--- config.mk ---
export PLATFORM = sky130hd
export DESIGN_NAME = qu_run_ctrl
export DESIGN_NICKNAME = d
export VERILOG_FILES = /design/src/rtl/qu_common_pkg.sv /design/src/rtl/qu_sat_counter.sv /design/src/rtl/qu_run_ctrl.sv
export SDC_FILE = /design/constraint.sdc
export NUM_CORES = 1
export LEC_CHECK = 0
export ABC_AREA = 1
export BUFFER_PORTS_ARGS = -buffer_cell sky130_fd_sc_hd__buf_4
export CAP_MARGIN = 5
export CORE_MARGIN = 3
export CORE_UTILIZATION = 43
export CTS_BUF_LIST = sky130_fd_sc_hd__clkbuf_2 sky130_fd_sc_hd__clkbuf_4 sky130_fd_sc_hd__clkbuf_8
export DETAILED_ROUTE_END_ITERATION = 12
export PLACE_DENSITY = 0.69
export SLEW_MARGIN = 10
export SYNTH_ARGS = -nofsm -noshare
export SYNTH_HDL_FRONTEND = slang
export SYNTH_SLANG_ARGS = --single-unit
--- constraint.sdc ---
create_clock -name clk -period 1.9 [get_ports clk]
set_clock_uncertainty 0.2 [all_clocks]
set_input_delay 0.38 -clock clk [delete_from_list [all_inputs] [get_ports clk]]
set_output_delay 0.38 -clock clk [all_outputs]
set_load 0.005 [all_outputs]
--- src/rtl/qu_common_pkg.sv ---
// Shared types for the qu run controller: run phase encoding and default counter width.
package qu_common;

  localparam int unsigned QU_RUN_CNT_WIDTH = 16;

  typedef enum logic [2:0] {
    IDLE,
    RESET,
    RUN,
    DRAIN,
    DONE
  } run_ctrl_state_t;

endpackage

--- src/rtl/qu_sat_counter.sv ---
// Up-counter that sticks at all-ones; synchronous clear has priority over increment.
module qu_sat_counter #(
  parameter int unsigned WIDTH = 16
) (
  input  logic             clk,
  input  logic             rst,
  input  logic             clr,
  input  logic             inc,
  output logic [WIDTH-1:0] cnt
);

  logic [WIDTH-1:0] cnt_q;

  always_ff @(posedge clk) begin
    if (!rst) begin
      cnt_q <= '0;
    end else if (clr) begin
      cnt_q <= '0;
    end else if (inc && (cnt_q != '1)) begin
      cnt_q <= cnt_q + 1'b1;
    end
  end

  assign cnt = cnt_q;

endmodule

--- src/rtl/qu_run_ctrl.sv ---
// Run controller for qu_core: reset hold, budgeted run with merged stalls, PC redirects, drain, done/abort.
// Optional per-source stall statistics port when QU_RUN_CTRL_STALL_STATS_EN is defined.
module qu_run_ctrl
  import qu_common::*;
#(
  parameter int unsigned PC_WIDTH      = 32,
  parameter int unsigned NUM_STALL_SRC = 4,
  parameter int unsigned RST_CYCLES    = 5,
  parameter int unsigned RUN_CYCLES    = 20,
  parameter int unsigned DRAIN_CYCLES  = 2,
  parameter int unsigned CNT_WIDTH     = QU_RUN_CNT_WIDTH
) (
  input  logic                     clk,
  input  logic                     rst,
  input  logic                     start,
  input  logic                     abort,
  input  logic [CNT_WIDTH-1:0]     cfg_run_cycles,
  input  logic [NUM_STALL_SRC-1:0] stall_req,
  input  logic                     redirect_valid,
  input  logic [PC_WIDTH-1:0]      redirect_pc,
  output logic                     core_rst,
  output logic                     stall,
  output logic                     pc_override_valid,
  output logic [PC_WIDTH-1:0]      pc_override,
  output logic                     busy,
  output logic                     done,
  output logic                     aborted,
  output logic [CNT_WIDTH-1:0]     cycle_cnt
`ifdef QU_RUN_CTRL_STALL_STATS_EN
  ,
  output logic [NUM_STALL_SRC-1:0][CNT_WIDTH-1:0] stall_cnt
`endif
);

  localparam logic [CNT_WIDTH-1:0] RST_LOAD   = CNT_WIDTH'(RST_CYCLES - 1);
  localparam logic [CNT_WIDTH-1:0] RUN_LOAD   = CNT_WIDTH'(RUN_CYCLES);
  localparam logic [CNT_WIDTH-1:0] DRAIN_LOAD = CNT_WIDTH'(DRAIN_CYCLES - 1);
  localparam logic [CNT_WIDTH-1:0] CNT_ONE    = CNT_WIDTH'(1);

  run_ctrl_state_t       state_q;
  logic [CNT_WIDTH-1:0]  cnt_q;
  logic [CNT_WIDTH-1:0]  budget_q;
  logic                  core_rst_q;
  logic                  stall_q;
  logic                  pc_valid_q;
  logic [PC_WIDTH-1:0]   pc_q;
  logic                  busy_q;
  logic                  done_q;
  logic                  aborted_q;

  logic enter_reset_d;
  logic in_run_d;

  assign enter_reset_d = start && ((state_q == IDLE) || (state_q == DONE));
  assign in_run_d      = (state_q == RUN);

  // cnt_q is shared: RESET hold, RUN budget and DRAIN length, reloaded on each state entry.
  always_ff @(posedge clk) begin
    if (!rst) begin
      state_q    <= IDLE;
      cnt_q      <= '0;
      budget_q   <= '0;
      core_rst_q <= 1'b1;
      stall_q    <= 1'b0;
      pc_valid_q <= 1'b0;
      pc_q       <= '0;
      busy_q     <= 1'b0;
      done_q     <= 1'b0;
      aborted_q  <= 1'b0;
    end else begin
      pc_valid_q <= 1'b0;
      if (abort && busy_q) begin
        state_q    <= DONE;
        core_rst_q <= 1'b1;
        stall_q    <= 1'b0;
        busy_q     <= 1'b0;
        done_q     <= 1'b1;
        aborted_q  <= 1'b1;
      end else begin
        unique case (state_q)
          IDLE, DONE: begin
            if (start) begin
              state_q    <= RESET;
              cnt_q      <= RST_LOAD;
              budget_q   <= (cfg_run_cycles == '0) ? RUN_LOAD : cfg_run_cycles;
              core_rst_q <= 1'b1;
              stall_q    <= 1'b0;
              busy_q     <= 1'b1;
              done_q     <= 1'b0;
              aborted_q  <= 1'b0;
            end
          end
          RESET: begin
            if (cnt_q == '0) begin
              state_q    <= RUN;
              cnt_q      <= budget_q;
              core_rst_q <= 1'b0;
            end else begin
              cnt_q <= cnt_q - 1'b1;
            end
          end
          RUN: begin
            // Only cycles the core actually ran unstalled consume budget.
            if (!stall_q && (cnt_q == CNT_ONE)) begin
              state_q <= DRAIN;
              cnt_q   <= DRAIN_LOAD;
              stall_q <= 1'b1;
            end else begin
              if (!stall_q) begin
                cnt_q <= cnt_q - 1'b1;
              end
              if (redirect_valid) begin
                pc_valid_q <= 1'b1;
                pc_q       <= redirect_pc;
                stall_q    <= 1'b0;
              end else begin
                stall_q <= |stall_req;
              end
            end
          end
          DRAIN: begin
            if (cnt_q == '0) begin
              state_q    <= DONE;
              core_rst_q <= 1'b1;
              stall_q    <= 1'b0;
              busy_q     <= 1'b0;
              done_q     <= 1'b1;
            end else begin
              cnt_q <= cnt_q - 1'b1;
            end
          end
          default: state_q <= IDLE;
        endcase
      end
    end
  end

  qu_sat_counter #(.WIDTH(CNT_WIDTH)) u_cycle_cnt (
    .clk (clk),
    .rst (rst),
    .clr (enter_reset_d),
    .inc (in_run_d),
    .cnt (cycle_cnt)
  );

`ifdef QU_RUN_CTRL_STALL_STATS_EN
  for (genvar i = 0; i < NUM_STALL_SRC; i++) begin : g_stall_stat
    qu_sat_counter #(.WIDTH(CNT_WIDTH)) u_stall_cnt (
      .clk (clk),
      .rst (rst),
      .clr (enter_reset_d),
      .inc (in_run_d && stall_req[i]),
      .cnt (stall_cnt[i])
    );
  end
`endif

  assign core_rst          = core_rst_q;
  assign stall             = stall_q;
  assign pc_override_valid = pc_valid_q;
  assign pc_override       = pc_q;
  assign busy              = busy_q;
  assign done              = done_q;
  assign aborted           = aborted_q;

endmodule

==> results.yml, run 1 <==
clock_network:
  clock-root-buffer: "clkbuf_8"
  cts_max_level: 3
  tritoncts: "yes"
  clkLatencyLatePin_ps: 350
  clock-sinks: 89
  clock_path_buffers: 2
  cts-hold-fix-buffers: 0
  cts_buffers: 9
  path_clk_slew_ps: 90
timing:
  hold_viol_final: 0
  period_minus_slack_ps: 1817
  max-slew-margin-rel_pct: 72.50
  drv_slew: 0
  rsz0062_at_grt: "yes"
  fmax_mhz: 550.3
  tightest_slew_ps: 408.8
  worst_slack_ps: 82.84
  finalCritPeriodShare_pct: 95.64
  setup_violations: 0
grt:
  first_global_vias: 4053
  overflow: 0
  grt_max_degree: 51
  grt_pass1_wl_um: 18620
  antenna_found_initial: 0
  grt_util_all_layers_pct: 20.04
routing:
  drtIter0Drc: 220
  routedWlPerCell_um: 13.20
  final_antenna_net_count: 0
  wirelength_um: 11610
  firstDrtPassIters: 5
  routed-via-count: 4285
  drc: 0
  viasPerCell: 4.875
pwr:
  finalPower_uw: 7933
  p_leak_uw: 0.002503
  vdd_ir_drop_max_mv: 0.5919
  power_density_nw_per_um2: 1340
cells_and_area:
  drive_above_1_share_pct: 33.24
  n_antenna_cell: 0
  syn2layout_area_growth_pct: 35.40
  fin_util_pct: 60.28
  final_cell_mix: "buf_4, nand2_1, dfxtp_1"
  layout_commonest_cell: "buf_4"
  fin_nets: 801
logic_synthesis:
  synth_top_area_cell: "dfxtp_1"
  ys_seq_area_share_pct: 40.76
  netlist_top_cells_area: "dfxtp_1, nand2_1, a21oi_1, inv_1, o21ai_0"
  syn_area_per_cell_sq_um: 7.323
  yosys_warnings: 0
  syn_area_sq_um: 4372
  synth.distinct_cells: 38
  yosys.area.top_type_share_pct: 40.76
  synth_nets: 657
  synthCells: 597
  ys_seq_elements: 89
floorplanning:
  die_w_um: 106.8
  rows: 36
  die_area_sq_um: 11410
  start_util_pct: 44.52
  die_h_um: 106.8
  pin_count: 111
  core_sq_um: 9819
setup_path:
  cp_data_required_time_ps: 1990
  critPathKind: "reg -> reg"
  cp_max_fo: 6
  r2r_slack_ps: 80
  start_kind: "flop"
  worstPathArrival_ps: 1910
  end_kind: "flop"
placed_design:
  hpwl_um: 8735
  dp_slack_ps: 15.63
  port_buffers: 110
  gp_congestion: 0.9266
hold_path:
  min-delay-path-class: "in -> reg"
status:
  outcome: "finished clean"
job:
  cap_violations: 0
==> metal layers <==
metal / vias up / GRT usage, % / share of wire (%)
met1: 1917 / 25.27 / 44
met4: 0 / 5.297 / 1.2
met5: - / 0 / 0
li1: 2227 / - / -
met3: 13 / 6.382 / 8.1
met2: 128 / 33.14 / 46
==> what timing repair did <==
item                                    in CTS  in global routing
buffers inserted                             0                  4
endpoints found under the setup margin       1                 57
cloned                                       0                  3
pin swaps                                    0                  5
gates resized for setup                      1                 39
==> worst max-delay path: stages, from the launching register on <==
cell	delay (ps)
dfxtp_1	350
nor2_2	160
nand2_2	120
nor2_8	170
nand2_2	130
nand2_4	120
buf_4	130
nand3_2	90
o21bai_1	170
a21oi_1	120
==> cell families after synthesis <==
logic type / synth area share [%]
buffers and inverters: 10.16
xor gates and xnor gates: 2.805
DFF: 40.76
and+or+nand+nor: 28.08
AOI/OAI and AO/OA: 17.34
adders and majority gates: 0.8587
==> registers in the layout, indices dropped and copies added (netlist names), 3 cells and up <==
register,flops
cnt_q,16
pc_override,32
state_q,3
budget_q,16
u_cycle_cnt.cnt,16
==> report_power, final <==
group	internal, uW	leakage (uW)	switching, uW
clock	646	0.0000949	705
sequential	2170	0.000725	199
combinational	1740	0.00168	2470
total	4550	0.00250	3380
==> through the flow <==
step                instance area (sq um)  setup TNS, ps  hold WS, ps  instances
floorplan                            4372              0        240.1        597
global placement                     5515              0        231.3        856
detailed placement                   5515              0        238.0        856
CTS                                  5724              0        7.871        872
global route                         5919         -135.0        20.30        879
finish                               5919              0        22.98        879
==> cells in the mapped netlist <==
master,n
dfxtp_1,89
o21ai_0,37
nor3b_1,2
clkbuf_1,6
xor2_1,5
buf_12,1
ha_1,3
nand4_1,8
a21oi_2,9
nor2_8,3
nand3_2,2
nand2_4,1
xnor2_1,9
nand2_2,18
o31a_1,1
buf_6,5
a31oi_2,1
buf_4,1
nand4_2,1
nor2_1,38
nand3_4,1
nor4_1,5
buf_2,6
inv_1,75
nor3_1,8
or2_1,1
a31oi_1,2
nand3_1,29
nor3_2,1
and3_1,1
a21oi_1,61
o21bai_1,3
o21a_1,1
nand2_1,119
o21ai_1,25
nor2_4,5
nor2_2,7
inv_2,7
==> final timing paths <==
check                          start         endpoint  cells past startpoint
hold / removal    cfg_run_cycles[10]     budget_q[10]                      3
hold reg to reg      pc_override[23]  pc_override[23]                      2
setup / recovery            cnt_q[9]       state_q[0]                      9
setup reg to reg            cnt_q[9]       state_q[0]                      9
==> layout make-up <==
class	instances	area [sq um]
Sequential cell	89	1787
Timing Repair Buffer	150	1172
Clock buffer	10	137.6
Multi-Input combinational cell	409	2277
Inverter	82	312.8
Clock inverter	6	66.31
Fill cell	912	3900
Tap cell	133	166.4
(Power assumes the default switching activity.)
==> run 2, diff against run 1 <==
CORE_MARGIN = default   (was 3)
CORE_UTILIZATION = 50   (was 43)
PLACE_DENSITY = 0.79   (was 0.69)
==> run 2 against run 1 <==
Net effect:
- critical endpoint is now cnt_q[14]
- critical path depth rose by 2
- sequential share of layout area barely moved
- final cell count fell by 2.7%
- sequential power barely moved
- setup slack got worse by 54 ps
- register-to-register slack got worse by 50 ps
- critical path type unchanged
- global-route usage rose by 5.6 points
- non-clock buffer count rose by 3
- design area fell by 0.21%
==> results.yml, run 2 (synthesized netlist as in run 1, its figures left out) <==
cells_and_area:
  syn2layout_area_growth_pct: 35.12
  n_fill_cell: 656
  multiInputGateArea_sq_um: 2258
  final_cell_mix: "buf_4, nand2_1, dfxtp_1"
  largest_reg_flops: 32
  fin_nets: 805
  drive_above_1_share_pct: 32.53
  layout_commonest_cell: "buf_4"
  register_area_sq_um: 1784
  n_antenna_cell: 0
timing:
  rsz0062_at_grt: "yes"
  setup_violations: 0
  tightest_slew_ps: 451.4
  worst_slack_ps: 28.58
  drv_slew: 0
  finalCritPeriodShare_pct: 98.50
  period_minus_slack_ps: 1871
  max-slew-margin-rel_pct: 69.79
  hold_viol_final: 0
  fmax_mhz: 534.4
setup_path:
  cp_data_required_time_ps: 1970
  cp_max_fo: 6
  start_kind: "flop"
  worstPathArrival_ps: 1940
  r2r_slack_ps: 30
  end_kind: "flop"
  cp_cell_sequence: "nor2_1, nand2_1, nor2_8, buf_4, nand3_4, nand2_8, inv_1, nand3_1, nand3_1, nand2_1, inv_1"
  critPathKind: "reg -> reg"
  cpPeakStageDelay_ps: 350
  crit_slowest_cell: "dfxtp_1"
placed_design:
  gp_congestion: 0.9455
  port_buffers: 110
  dp_slack_ps: -34.71
  hpwl_um: 8698
job:
  cap_violations: 0
floorplanning:
  core_sq_um: 8341
  die_h_um: 95.51
  start_util_pct: 52.42
  die_w_um: 95.51
  die_area_sq_um: 9121
  rows: 33
  pin_count: 111
routing:
  drtIter0Drc: 213
  final_antenna_net_count: 0
  drc: 0
  routedWlPerCell_um: 14.03
  wirelength_um: 11990
  routed-via-count: 4526
  viasPerCell: 5.294
  firstDrtPassIters: 4
pwr:
  power_density_nw_per_um2: 1369
  p_comb_share_pct: 53.5
  power_switching_uw: 3448
  pwr-share-seq_pct: 29.3
  p_leak_uw: 0.002520
  vdd_ir_drop_max_mv: 0.7121
  sw_frac_of_total_pct: 42.65
  finalPower_uw: 8085
  internal_power_uw: 4637
  clkPwrFrac_pct: 17.2
clock_network:
  tritoncts: "yes"
  path_clk_slew_ps: 90
  clock-root-buffer: "clkbuf_8"
  clkLatencyLatePin_ps: 370
  cts_max_level: 3
  cts_buffers: 9
  clock_path_buffers: 2
  clock-sinks: 89
grt:
  overflow: 0
  first_global_vias: 4092
  antenna_found_initial: 0
  grt_util_all_layers_pct: 25.69
  grt_pass1_wl_um: 18250
  grt_max_degree: 54
hold_path:
  min-delay-path-class: "in -> reg"
status:
  outcome: "finished clean"
[run 2: repair_timing]
| item | in CTS | in global routing |
|---|---|---|
| gates resized for setup | 5 | 26 |
| hold endpoints to repair | 1 | 0 |
| pin swaps | 1 | 8 |
| setup buffers | 0 | 8 |
| gates cloned | 1 | 3 |
| hold buffers | 1 | 0 |
| setup endpoints to repair | 10 | 57 |
[run 2: area by class of cell]
class                           count  share of cell area (%)
Sequential cell                    89                   30.21
Timing Repair Buffer              153                   20.42
Clock buffer                       11                   2.563
Clock inverter                      5                   1.059
Inverter                           82                   5.295
Tap cell                          105                   2.224
Multi-Input combinational cell    410                   38.23
[run 2: worst paths after layout]
path	from	end	cells after the start
worst min register to register	pc_override[28]	pc_override[28]	2
worst max-delay path	cnt_q[14]	cnt_q[14]	11
worst max register to register	cnt_q[14]	cnt_q[14]	11
worst min-delay path	cfg_run_cycles[11]	budget_q[11]	3
[run 2: worst max-delay path, delay by kind of cell, from the launching register on]
kind | cells | cell delay [ps]
buf+inv | 3 | 220
flops | 1 | 350
simple gates | 8 | 1000
[run 2: routing by layer]
| metal | share of wire (%) | track usage, % | vias to the layer above |
|---|---|---|---|
| met3 | 7.3 | 5.104 | 36 |
| met4 | 3.2 | 13.43 | 0 |
| li1 | - | - | 2232 |
| met1 | 42 | 31.93 | 2050 |
| met5 | 0 | 0 | - |
| met2 | 48 | 41.90 | 208 |
[run 2: power by group through the flow]
stage                     sequential (uW)  clock [uW]  combinational (uW)
after floorplan                      2390           0                2610
after global placement               2380           0                3620
after detailed placement             2400           0                3730
after CTS                            2360        1410                3870
after global routing                 2400        1480                4670
final                                2370        1390                4320
[run 2: stage by stage]
stage | std cells | util (%) | hold WS (ps) | setup TNS (ps) | area (sq um)
2_1_floorplan | 597 | - | 240.1 | 0 | 4372
3_3_place_gp | 826 | 65.68 | 231.2 | 0 | 5478
3_5_place_dp | 826 | 65.68 | 235.8 | -196.1 | 5478
4_1_cts | 844 | 68.74 | 1.995 | 0 | 5733
5_1_grt | 855 | 70.82 | 20.58 | -1097 | 5907
6_report | 855 | 70.82 | 10.57 | 0 | 5907
==> run 3, diff against run 2 <==
--- a/config.mk
+++ b/config.mk
@@ -10,2 +10,3 @@
 export CAP_MARGIN = 5
+export CORE_MARGIN = 2
 export CORE_UTILIZATION = 50
--- a/constraint.sdc
+++ b/constraint.sdc
@@ -4,2 +4,2 @@
 set_output_delay 0.38 -clock clk [all_outputs]
-set_load 0.005 [all_outputs]
+set_load 0.1 [all_outputs]
==> run 3 against run 2 <==
Net effect:
- wire length fell by 0.47%
- sequential power about the same
- design area is essentially flat
- largest cell class unchanged
- largest power group unchanged
- clock-buffer cell count is 2 lower
- via count is 0.38% lower
- critical endpoint is now cnt_q[13]
- first-iteration DRC count is 13% lower
- highest routed layer unchanged
==> results.yml, run 3 (synthesized netlist as in run 1, its figures left out) <==
status:
  outcome: "finished clean"
setup_path:
  worstPathArrival_ps: 1890
  crit_slowest_cell: "dfxtp_2"
  cp_max_fo: 14
  end_kind: "flop"
  path_delay_family: "simple AND/OR/NAND/NOR gates"
  cpPeakStageDelay_ps: 340
  cpMostUsedCell: "nand2_4"
  cp_cell_sequence: "inv_2, ha_2, nand2_4, nor2_8, nand3_4, nand2_4, nand2_8, nand3_1, nand2_1, nand2_2, a21oi_2"
  critPathKind: "reg -> reg"
  start_kind: "flop"
  crit_buf_inv: 1
  cp_data_required_time_ps: 1950
pwr:
  internal_power_uw: 4501
  power_density_nw_per_um2: 1530
  power_switching_uw: 4543
  finalPower_uw: 9044
  p_leak_uw: 0.002503
  clkPwrFrac_pct: 13.6
  pwr-share-seq_pct: 26.3
  sw_frac_of_total_pct: 50.23
  p_comb_share_pct: 60.1
  vdd_ir_drop_max_mv: 0.8096
placed_design:
  hpwl_um: 8797
  gp_congestion: 0.9451
  dp_slack_ps: -35.05
  dp.cells: 833
  port_buffers: 110
  place_area_sq_um: 5559
floorplanning:
  die_area_sq_um: 9507
  die_w_um: 97.51
  pin_count: 111
  die_h_um: 97.51
  start_util_pct: 50.87
  core_sq_um: 8593
  rows: 34
timing:
  drv_slew: 0
  totalNegativeSetupSlack_ps: 0
  hold_viol_final: 0
  rsz0062_at_grt: "yes"
  fmax_mhz: 541.5
  setup_violations: 0
  max-slew-margin-rel_pct: 69.06
  worst_slack_ps: 53.13
  finalCritPeriodShare_pct: 97.20
  tightest_slew_ps: 462.4
  period_minus_slack_ps: 1847
cells_and_area:
  largest_reg_flops: 32
  n_antenna_cell: 0
  n_fill_cell: 720
  layout_commonest_cell: "buf_4"
  syn2layout_area_growth_pct: 35.20
  drive_above_1_share_pct: 35.17
  final_cell_mix: "buf_4, nand2_1, inv_1"
  register_area_sq_um: 1818
  multiInputGateArea_sq_um: 2276
  final_area_sq_um: 5911
  fin_nets: 800
  layout.cells.non_filler: 853
clock_network:
  cts_max_level: 3
  path_clk_slew_ps: 100
  tritoncts: "yes"
  clock_path_buffers: 2
  clock-root-buffer: "clkbuf_8"
  cts-hold-fix-buffers: 0
  clock-sinks: 89
  cts_buffers: 9
  clkLatencyLatePin_ps: 360
routing:
  wirelength_um: 11940
  drtIter0Drc: 186
  routed-via-count: 4509
  firstDrtPassIters: 7
  routedWlPerCell_um: 13.99
  drc: 0
  viasPerCell: 5.286
  final_antenna_net_count: 0
grt:
  first_global_vias: 4280
  grt_util_all_layers_pct: 24.10
  grt_max_degree: 66
  antenna_found_initial: 0
  grt_pass1_wl_um: 19170
  overflow: 0
job:
  cap_violations: 0
hold_path:
  min-delay-path-class: "in -> reg"
run 3: power groups by stage:
stage | Clock (uW) | Combinational, uW | Sequential [uW]
6_report | 1230 | 5440 | 2380
5_1_grt | 1340 | 5850 | 2420
4_1_cts | 1260 | 4960 | 2370
3_5_place_dp | 0 | 4900 | 2400
3_3_place_gp | 0 | 4800 | 2390
2_1_floorplan | 0 | 2620 | 3450
run 3: per-stage QoR:
stage                     utilization, %  hold WS, ps
final                              68.78        17.92
after global routing               68.78        17.07
after CTS                          66.95        11.04
after detailed placement           64.69        234.3
after global placement             64.69        231.7
after floorplan                        -        240.1
run 3: worst min-delay path, stage by stage:
cell     delay [ps]
buf_4            90
nand2_1          40
nand2_1          40
run 3: final timing paths:
| path | from | end | slack [ps] | depth (start not counted) |
|---|---|---|---|---|
| setup / recovery | cnt_q[1] | cnt_q[13] | 50 | 11 |
| hold / removal | cfg_run_cycles[9] | budget_q[9] | 20 | 3 |
| setup reg to reg | cnt_q[1] | cnt_q[13] | 50 | 11 |
| hold reg to reg | pc_override[2] | pc_override[2] | 250 | 2 |
run 3: repair_timing:
action | CTS | global route
resized for setup | 2 | 32
setup buffers | 0 | 2
gates cloned | 0 | 2
pin swaps | 0 | 6
setup endpoints to repair | 14 | 54
run 3: final cells by class:
| class | count | area share (%) |
|---|---|---|
| multi-input combinational | 408 | 38.51 |
| timing repair buffer | 150 | 20.05 |
| clock buffer | 9 | 2.096 |
| inverter | 82 | 5.292 |
| sequential | 89 | 30.76 |
| tap | 108 | 2.286 |
| clock inverter | 7 | 1.016 |
run 3: routing by layer:
metal  GRT usage, %  vias to the layer above  part of all wire (%)
met5              0                        -                     0
met4          8.120                        0                   1.9
met3          5.468                       23                   7.1
met2          42.55                      148                    52
met1          28.82                     2122                    39
li1               -                     2216                     -
